### src/rtl/hamming_pkg.sv
`default_nettype none
// ============================================================================
//  Module      : hamming_pkg
//  Description : Shared SECDED definitions: check-bit sizing, codeword
//                position mapping and decode status encoding.
//  Revision    : 1.0
// ============================================================================
package hamming_pkg;

    typedef enum logic [1:0] {
        CLEAN = 2'd0,
        CE    = 2'd1,
        UE    = 2'd2
    } secded_status_t;

    function automatic bit is_pow2(input int val);
        return (val > 0) && ((val & (val - 1)) == 0);
    endfunction

    // Smallest r with 2^r >= width + r + 1.
    function automatic int calc_checkb(input int width);
        int  r;
        bit  found;
        r     = 1;
        found = 1'b0;
        for (int k = 1; k < 31; k++) begin
            if (!found && ((1 << k) >= width + k + 1)) begin
                r     = k;
                found = 1'b1;
            end
        end
        return r;
    endfunction

    // Data bits fill the non-power-of-two positions from 3 upward.
    function automatic int cw_pos_of_data(input int idx);
        int cnt;
        int pos;
        cnt = 0;
        pos = 0;
        for (int p = 1; p <= idx + 34; p++) begin
            if (!is_pow2(p)) begin
                if ((cnt == idx) && (pos == 0)) begin
                    pos = p;
                end
                cnt++;
            end
        end
        return pos;
    endfunction

endpackage : hamming_pkg
`default_nettype wire

### src/rtl/hamming_secded_syn.sv
`default_nettype none
// ============================================================================
//  Module      : hamming_secded_syn
//  Description : Combinational extended-Hamming syndrome and overall parity.
//  Revision    : 1.0
// ============================================================================
module hamming_secded_syn #(
    parameter int CW_WIDTH = 16,
    parameter int N_CHECKB = 4
) (
    input  logic [CW_WIDTH-1:0] cw,
    output logic [N_CHECKB-1:0] syn,
    output logic                par
);

    // Syndrome is the XOR of the indices of every set bit except bit 0.
    always_comb begin
        syn = '0;
        for (int i = 1; i < CW_WIDTH; i++) begin
            if (cw[i]) begin
                syn = syn ^ N_CHECKB'(i);
            end
        end
        par = ^cw;
    end

endmodule : hamming_secded_syn
`default_nettype wire

### src/rtl/hamming_secded_dec_pipe.sv
`default_nettype none
// ============================================================================
//  Module      : hamming_secded_dec_pipe
//  Description : Two-stage pipelined SECDED decoder with valid/ready handshake,
//                saturating error counters and last-error syndrome capture.
//  Revision    : 1.0
// ============================================================================
module hamming_secded_dec_pipe
    import hamming_pkg::*;
#(
    parameter int DATA_WIDTH = 11,
    parameter int N_CHECKB   = calc_checkb(DATA_WIDTH),
    parameter int CW_WIDTH   = DATA_WIDTH + N_CHECKB + 1,
    parameter int CNT_WIDTH  = 16
) (
    input  logic                  clk_i,
    input  logic                  rst_i,
    input  logic                  in_valid_i,
    output logic                  in_ready_o,
    input  logic [CW_WIDTH-1:0]   cw_i,
    output logic                  out_valid_o,
    input  logic                  out_ready_i,
    output logic [DATA_WIDTH-1:0] data_o,
    output logic                  ce_o,
    output logic                  ue_o,
    output logic [CNT_WIDTH-1:0]  ce_cnt_o,
    output logic [CNT_WIDTH-1:0]  ue_cnt_o,
    output logic [N_CHECKB-1:0]   last_syn_o,
    input  logic                  clr_cnt_i
);

    localparam logic [CNT_WIDTH-1:0] CNT_MAX = {CNT_WIDTH{1'b1}};

    generate
        if (DATA_WIDTH < 4) begin : g_bad_data_width
            $error("hamming_secded_dec_pipe: DATA_WIDTH must be >= 4");
        end
        if ((1 << N_CHECKB) < CW_WIDTH) begin : g_bad_checkb
            $error("hamming_secded_dec_pipe: N_CHECKB too small for CW_WIDTH");
        end
        if (CW_WIDTH != DATA_WIDTH + N_CHECKB + 1) begin : g_bad_cw_width
            $error("hamming_secded_dec_pipe: CW_WIDTH inconsistent with DATA_WIDTH/N_CHECKB");
        end
    endgenerate

    logic                  s1_en;
    logic                  s2_en;
    logic                  s1_valid;
    logic                  s2_valid;
    logic                  out_hs;

    logic [N_CHECKB-1:0]   in_syn;
    logic                  in_par;
    logic [DATA_WIDTH-1:0] in_data;

    logic [DATA_WIDTH-1:0] s1_data;
    logic [N_CHECKB-1:0]   s1_syn;
    logic                  s1_par;

    secded_status_t        status;
    logic [DATA_WIDTH-1:0] fixed_data;
    logic [N_CHECKB-1:0]   s2_syn;

    // ------------------------------------------------------------------
    // Handshake: no skid buffer, ready ripples back from out_ready_i
    // ------------------------------------------------------------------
    assign s2_en       = !s2_valid || out_ready_i;
    assign s1_en       = !s1_valid || s2_en;
    assign in_ready_o  = s1_en;
    assign out_valid_o = s2_valid;
    assign out_hs      = s2_valid && out_ready_i;

    hamming_secded_syn #(
        .CW_WIDTH (CW_WIDTH),
        .N_CHECKB (N_CHECKB)
    ) u_syn (
        .cw  (cw_i),
        .syn (in_syn),
        .par (in_par)
    );

    // Stage 1 keeps the raw payload; check bits only feed the syndrome.
    generate
        for (genvar d = 0; d < DATA_WIDTH; d++) begin : g_extract
            localparam int POS = cw_pos_of_data(d);
            assign in_data[d] = cw_i[POS];
        end
    endgenerate

    always_ff @(posedge clk_i or posedge rst_i) begin
        if (rst_i) begin
            s1_valid <= 1'b0;
            s1_data  <= '0;
            s1_syn   <= '0;
            s1_par   <= 1'b0;
        end else if (s1_en) begin
            s1_valid <= in_valid_i;
            if (in_valid_i) begin
                s1_data <= in_data;
                s1_syn  <= in_syn;
                s1_par  <= in_par;
            end
        end
    end

    // ------------------------------------------------------------------
    // Classification and correction
    // ------------------------------------------------------------------
    always_comb begin
        status = CLEAN;
        if (s1_par) begin
            status = (32'(s1_syn) < CW_WIDTH) ? CE : UE;
        end else if (s1_syn != '0) begin
            status = UE;
        end
    end

    // Only a data position can be the target of a correction that matters.
    generate
        for (genvar d = 0; d < DATA_WIDTH; d++) begin : g_correct
            localparam int POS = cw_pos_of_data(d);
            assign fixed_data[d] = s1_data[d] ^
                                   ((status == CE) && (s1_syn == N_CHECKB'(POS)));
        end
    endgenerate

    always_ff @(posedge clk_i or posedge rst_i) begin
        if (rst_i) begin
            s2_valid <= 1'b0;
            data_o   <= '0;
            ce_o     <= 1'b0;
            ue_o     <= 1'b0;
            s2_syn   <= '0;
        end else if (s2_en) begin
            s2_valid <= s1_valid;
            if (s1_valid) begin
                data_o <= fixed_data;
                ce_o   <= (status == CE);
                ue_o   <= (status == UE);
                s2_syn <= s1_syn;
            end
        end
    end

    // ------------------------------------------------------------------
    // Error statistics, updated only when a result is consumed
    // ------------------------------------------------------------------
    always_ff @(posedge clk_i or posedge rst_i) begin
        if (rst_i) begin
            ce_cnt_o   <= '0;
            ue_cnt_o   <= '0;
            last_syn_o <= '0;
        end else if (clr_cnt_i) begin
            ce_cnt_o   <= '0;
            ue_cnt_o   <= '0;
            last_syn_o <= '0;
        end else if (out_hs) begin
            if (ce_o && (ce_cnt_o != CNT_MAX)) begin
                ce_cnt_o <= ce_cnt_o + CNT_WIDTH'(1);
            end
            if (ue_o && (ue_cnt_o != CNT_MAX)) begin
                ue_cnt_o <= ue_cnt_o + CNT_WIDTH'(1);
            end
            if (ce_o || ue_o) begin
                last_syn_o <= s2_syn;
            end
        end
    end

endmodule : hamming_secded_dec_pipe
`default_nettype wire

### config.mk
export PLATFORM = sky130hd
export DESIGN_NAME = hamming_secded_dec_pipe
export DESIGN_NICKNAME = d
export VERILOG_FILES = /design/src/rtl/hamming_pkg.sv /design/src/rtl/hamming_secded_syn.sv /design/src/rtl/hamming_secded_dec_pipe.sv
export SDC_FILE = /design/constraint.sdc
export NUM_CORES = 1
export LEC_CHECK = 0
export ABC_AREA = 1
export BUFFER_PORTS_ARGS = -buffer_cell sky130_fd_sc_hd__buf_2
export CELL_PAD_IN_SITES_DETAIL_PLACEMENT = 1
export CELL_PAD_IN_SITES_GLOBAL_PLACEMENT = 1
export CORE_ASPECT_RATIO = 0.8
export CORE_MARGIN = 8
export CORE_UTILIZATION = 37
export DETAILED_ROUTE_END_ITERATION = 8
export PLACE_DENSITY = 0.86
export SKIP_CTS_REPAIR_TIMING = 1
export SLEW_MARGIN = 15
export SYNTH_ARGS = -nofsm -noshare
export SYNTH_HDL_FRONTEND = slang
export SYNTH_SLANG_ARGS = --single-unit
### constraint.sdc
create_clock -name clk_i -period 2.6 [get_ports clk_i]
set_clock_uncertainty 0.2 [all_clocks]
set_input_delay 0.52 -clock clk_i [delete_from_list [all_inputs] [get_ports clk_i]]
set_output_delay 0.52 -clock clk_i [all_outputs]
set_load 0.01 [all_outputs]
Word-level counts from Yosys, hierarchy flattened
Index checks and enable logic that the tools add are counted.
{ "totals": {"regBits": 71, "in_bits": 21, "output_inout_bits": 51, "elab_cells": 110} }
{ "op_classes": {"add_sub_neg": 2, "eq_ne": 15, "muxes": 26, "bitwise": 25, "reduce_logical": 30} }
{ "op_table": {"columns": ["cell", "n"], "rows": [
  ["16-bit 2-to-1 mux", 6],
  ["4-bit 2-to-1 mux", 11],
  ["16-bit by 1-bit adder with 16-bit output (second input constant)", 2],
  ["16-bit != test (second input constant)", 2],
  ["4-bit == test (second input constant)", 7],
  ["16-bit XOR reduction", 1],
  ["1-bit logical AND", 14],
  ["4-bit by 3-bit == test with 1-bit output (second input constant)", 3],
  ["3-bit 2-to-1 mux", 4],
  ["2-bit NOT", 6],
  ["3-bit NOT", 4],
  ["1-bit bitwise XOR", 11],
  ["2-bit AND reduction", 5],
  ["2-bit 2-to-1 mux", 4],
  ["2-bit nonzero test", 4],
  ["4-bit by 2-bit == test with 1-bit output (second input constant)", 1],
  ["4-bit NOT", 1],
  ["4-bit nonzero test", 1],
  ["1-bit logical OR", 3],
  ["1-bit NOT (first input constant)", 3],
  ["2-bit by 1-bit == test with 1-bit output (second input constant)", 1],
  ["2-bit == test (second input constant)", 1],
  ["1-bit logical NOT", 2],
  ["1-bit 2-to-1 mux", 1]
]} }

Logic depth before layout (Yosys ltp)
{ "logic_depth": {"word_depth": 26, "mapped_depth": 11, "mapped_depth_nobuf": 11} }

By module
From an unflattened synthesis, not the netlist that was laid out.
{ "hier_totals": {"hier_cells": 568, "area_unflattened_um2": 4169.0} }
{ "modules_own_cells": {"columns": ["module", "instances", "cells_each", "area_each_um2", "seq_area_each_um2"], "rows": [
  ["hamming_secded_dec_pipe", 1, 454, 3657.3, 1776.7],
  ["hamming_secded_syn", 1, 114, 511.7, 0.0]
]} }

Worst setup path before layout
Ideal clock, no wire load.
{ "synth_timing": {"kind": "register to register", "from": "reg ue_cnt_o[0]", "to": "reg ue_cnt_o[13]", "setup_time_ps": 118, "arrival_ps": 1386, "required_time_ps": 2282, "setup_slack_ps": 896, "path_stages_with_launch": 10, "path_buffers": 1, "period_less_slack_ps": 1704, "cell_sequence": "dfrtp_1 ha_1 nand2_1 nor2_1 nand4_1 nand2_1 nand2_1 buf_2 nand3_1 nand2_1"} }
{ "synth_between": {"elab_chain_len": 4, "elab_cells_between_ends": 8, "classes_between": "add/sub (1); eq/ne (1); mux (3); reduce/logical (3)"} }
{ "synth_rtl": {"columns": ["element", "line_no", "text"], "rows": [
  ["start: declaration", "hamming_secded_dec_pipe.sv:27", "output logic [CNT_WIDTH-1:0] ue_cnt_o,"],
  ["start signal: assignment", "hamming_secded_dec_pipe.sv:162", "ue_cnt_o <= ue_cnt_o + CNT_WIDTH'(1);"],
  ["16-bit by 1-bit adder with 16-bit output or 16-bit != test (tied branches)", "hamming_secded_dec_pipe.sv:162, hamming_secded_dec_pipe.sv:161", null],
  ["16-bit 2-to-1 mux or 1-bit logical AND (tied branches)", "hamming_secded_dec_pipe.sv:161", "if (ue_o && (ue_cnt_o != CNT_MAX)) begin"],
  ["16-bit 2-to-1 mux or 2-bit nonzero test (tied branches)", null, null],
  ["16-bit 2-to-1 mux or 2-bit AND reduction (tied branches)", null, null]
]} }
Parallel ways exist; a longest one is shown, timed or not. The select of a mux whose other input is x is not followed.
A chain may end at the register's enable or synchronous reset.

Worst setup path in the final report
{ "layout_timing": {"from": "reg ue_cnt_o[0]", "to": "reg ue_cnt_o[15]"} }
Same word-level chain as after synthesis.

==> impl_metrics.json <==
{
  "synthesis.yosys.warnings": 0,
  "firstDrtPassIters": 4,
  "dp_hpwl_um": 9270,
  "area_growth_syn_to_layout_pct": 20.1,
  "grt_antenna_before_repair": 0,
  "viasPerCell": 5.00,
  "globalRoute.totalOverflow": 0,
  "drt_drc_violations_left": 0,
  "max-slew-margin-rel_pct": 62.1,
  "finalPower_uw": 3600,
  "detailedPlace.worstSlack_ps": 378,
  "clock_latency_ps": 340,
  "totalNegativeSetupSlack_ps": 0,
  "clock_path_buffers": 2,
  "post_synthesis_net_count": 599,
  "route.antenna.remaining_nets": 0,
  "avgRoutedWirePerCell_um": 15.5,
  "total_clock_buffers_created_by_cts": 9,
  "io_buffers": 71,
  "antennaDiodeCount": 0,
  "outcome": "finished, final reports clean",
  "layout_common_cells": "sky130_fd_sc_hd__nand2_1, sky130_fd_sc_hd__dfrtp_1, sky130_fd_sc_hd__buf_2, sky130_fd_sc_hd__nor2_1, sky130_fd_sc_hd__inv_1",
  "grt_pass1_vias": 4372,
  "grt_first_pass_wirelength_um": 20900,
  "die_footprint_um2": 14800,
  "nets": 671,
  "floorplan.initialDensity_pct": 38.0,
  "arrival_ps": 2290,
  "achievable-frequency_mhz": 450,
  "timing.final.setup_violations": 0,
  "ioPinCount": 72,
  "global_routing_usage_summed_across_all_routing_layers_pct": 17.0,
  "fin_ws_ps": 380,
  "reg2regPathDepth": 9,
  "post-route-util_pct": 45.6,
  "seq_area_frac_synth_pct": 43.0,
  "worst_hold_path_type": "in -> async",
  "gp_routability_congestion": 0.890,
  "final_common_cell": "sky130_fd_sc_hd__nand2_1",
  "final.period_utilization_pct": 85.4,
  "path_class": "reg -> reg",
  "synthDistinctLibCells": 33,
  "root_buffer": "sky130_fd_sc_hd__clkbuf_16",
  "irDropWorstVdd_mv": 0.295,
  "final.min_clock_period_ps": 2220,
  "detailroute.via_count": 3986,
  "worst_slew_pin_slew_ps": 568,
  "cts.reportedPaths.clkPinSlew_ps": 60,
  "floorplan.rows": 34,
  "core_um2": 10900,
  "critPathRequiredTime_ps": 2670,
  "setup_repair_after_global_routing_missed_its_margin": "no",
  "largest_net_degree_at_the_start_of_global_routing": 37,
  "final_hold_viol_count": 0,
  "clock_sinks": 71,
  "setup.worst_path.start_class": "flip-flop",
  "dieWidth_um": 134,
  "final_layout_size_suffix_gt1_share_pct": 16.8,
  "tritoncts": "yes",
  "drt-total-wl_um": 12300,
  "syn_area_um2": 4140,
  "endpoint_kind": "flip-flop",
  "timing.final.max_slew_violations": 0,
  "die_h_um": 111,
  "synthCells": 576,
  "htree_levels": 3,
  "number_of_synthesized_register_bits": 71,
  "timing.hold.ws_ps": 79.5,
  "initial_detailed_routing_violation_count": 189,
  "maximum_capacitance_violations": 0,
  "path_max_fanout": 11,
  "postSynthAreaPerCell_um2": 7.18,
  "total_leakage_power_uw": 0.00255,
  "power_density_nw_per_um2": 725
}
-- per-layer routing --
| layer | share of wire, % | global-route usage [%] | vias to the layer above |
|---|---|---|---|
| met5 | 0 | 0 | - |
| met4 | 1.6 | 6.42 | 0 |
| li1 | - | - | 1945 |
| met1 | 42 | 19.3 | 1949 |
| met2 | 52 | 31.0 | 78 |
| met3 | 4.1 | 2.76 | 14 |
-- power breakdown --
part	leakage (uW)	internal, uW	switching (uW)	total, uW
Clock	0.000166	941	504	1440
Sequential	0.000924	1280	144	1430
Combinational	0.00146	264	464	727
-- sequential cells by signal, indices dropped and copies added, names as in the netlist, 4 cells and up --
register    cells
ce_cnt_o       16
ue_cnt_o       16
data_o         11
s1_data        11
last_syn_o      4
s1_syn          4
s2_syn          4
-- cell families (layout without fill, tap and decap cells) --
| family | Yosys count | after routing | synth area share [%] |
|---|---|---|---|
| buf+inv | 73 | 150 | 7.35 |
| simple gates | 339 | 339 | 33.8 |
| mux | 1 | 1 | 0.272 |
| compound gates | 54 | 54 | 7.35 |
| flops | 71 | 71 | 43.0 |
| fa+ha+maj | 2 | 2 | 0.605 |
| xor+xnor | 36 | 36 | 7.62 |
-- worst max-delay path: stages, from the launching register on --
cell and delay, ps:
sky130_fd_sc_hd__dfrtp_1 420, sky130_fd_sc_hd__ha_1 240, sky130_fd_sc_hd__nand2_1 110, sky130_fd_sc_hd__nor2_1 170, sky130_fd_sc_hd__nand4_1 130, sky130_fd_sc_hd__nand2_1 100
sky130_fd_sc_hd__nand2_1 200, sky130_fd_sc_hd__inv_1 380, sky130_fd_sc_hd__nand2_1 100, sky130_fd_sc_hd__nand2_1 90
-- path summary, 6_finish.rpt --
check | startpoint | end | slack (ps)
max | ue_cnt_o[0]$_DFFE_PP0P_ | ue_cnt_o[15]$_DFFE_PP0P_ | 380
min | rst_i | data_o[5]$_DFFE_PP0P_ | 80
max reg2reg | ue_cnt_o[0]$_DFFE_PP0P_ | ue_cnt_o[15]$_DFFE_PP0P_ | 380
min reg2reg | data_o[2]$_DFFE_PP0P_ | data_o[2]$_DFFE_PP0P_ | 290
max in group asynchronous | rst_i | ce_cnt_o[7]$_DFFE_PP0P_ | 1760
min in group clk_i | cw_i[14] | s1_data[9]$_DFFE_PP0P_ | 240
-- through the flow --
stage                     cells  instance area, um^2
final                       797                 4970
after global routing        797                 4970
after CTS                   797                 4970
after detailed placement    781                 4620
after global placement      781                 4620
after floorplan             576                 4140
-- final cells by class --
cell class,instances,area (um^2)
clock inverters,7,120
inverters,58,218
repair buffers,76,393
fillers,1444,5920
multi-input cells,432,2060
clock buffers,9,225
well taps,144,180
flip-flops and latches,71,1780
-- cell usage after synthesis (all sizes together) --
library cell	instances	area [um^2]
a31oi	1	6.26
a21oi	1	5.00
xor2	22	193
inv	58	218
xnor2	14	123
mux2	1	11.3
nand3	39	195
clkbuf	7	26.3
or2	2	12.5
nor3	11	66.3
and3	1	6.26
nor2	61	231
nor3b	2	15.0
a31o	1	8.76
o21ai	50	277
ha	2	25.0
dfrtp	71	1780
nand2	215	817
buf	8	60.1
a21o	1	7.51
nand4	8	56.3
(Power assumes the default switching activity.)
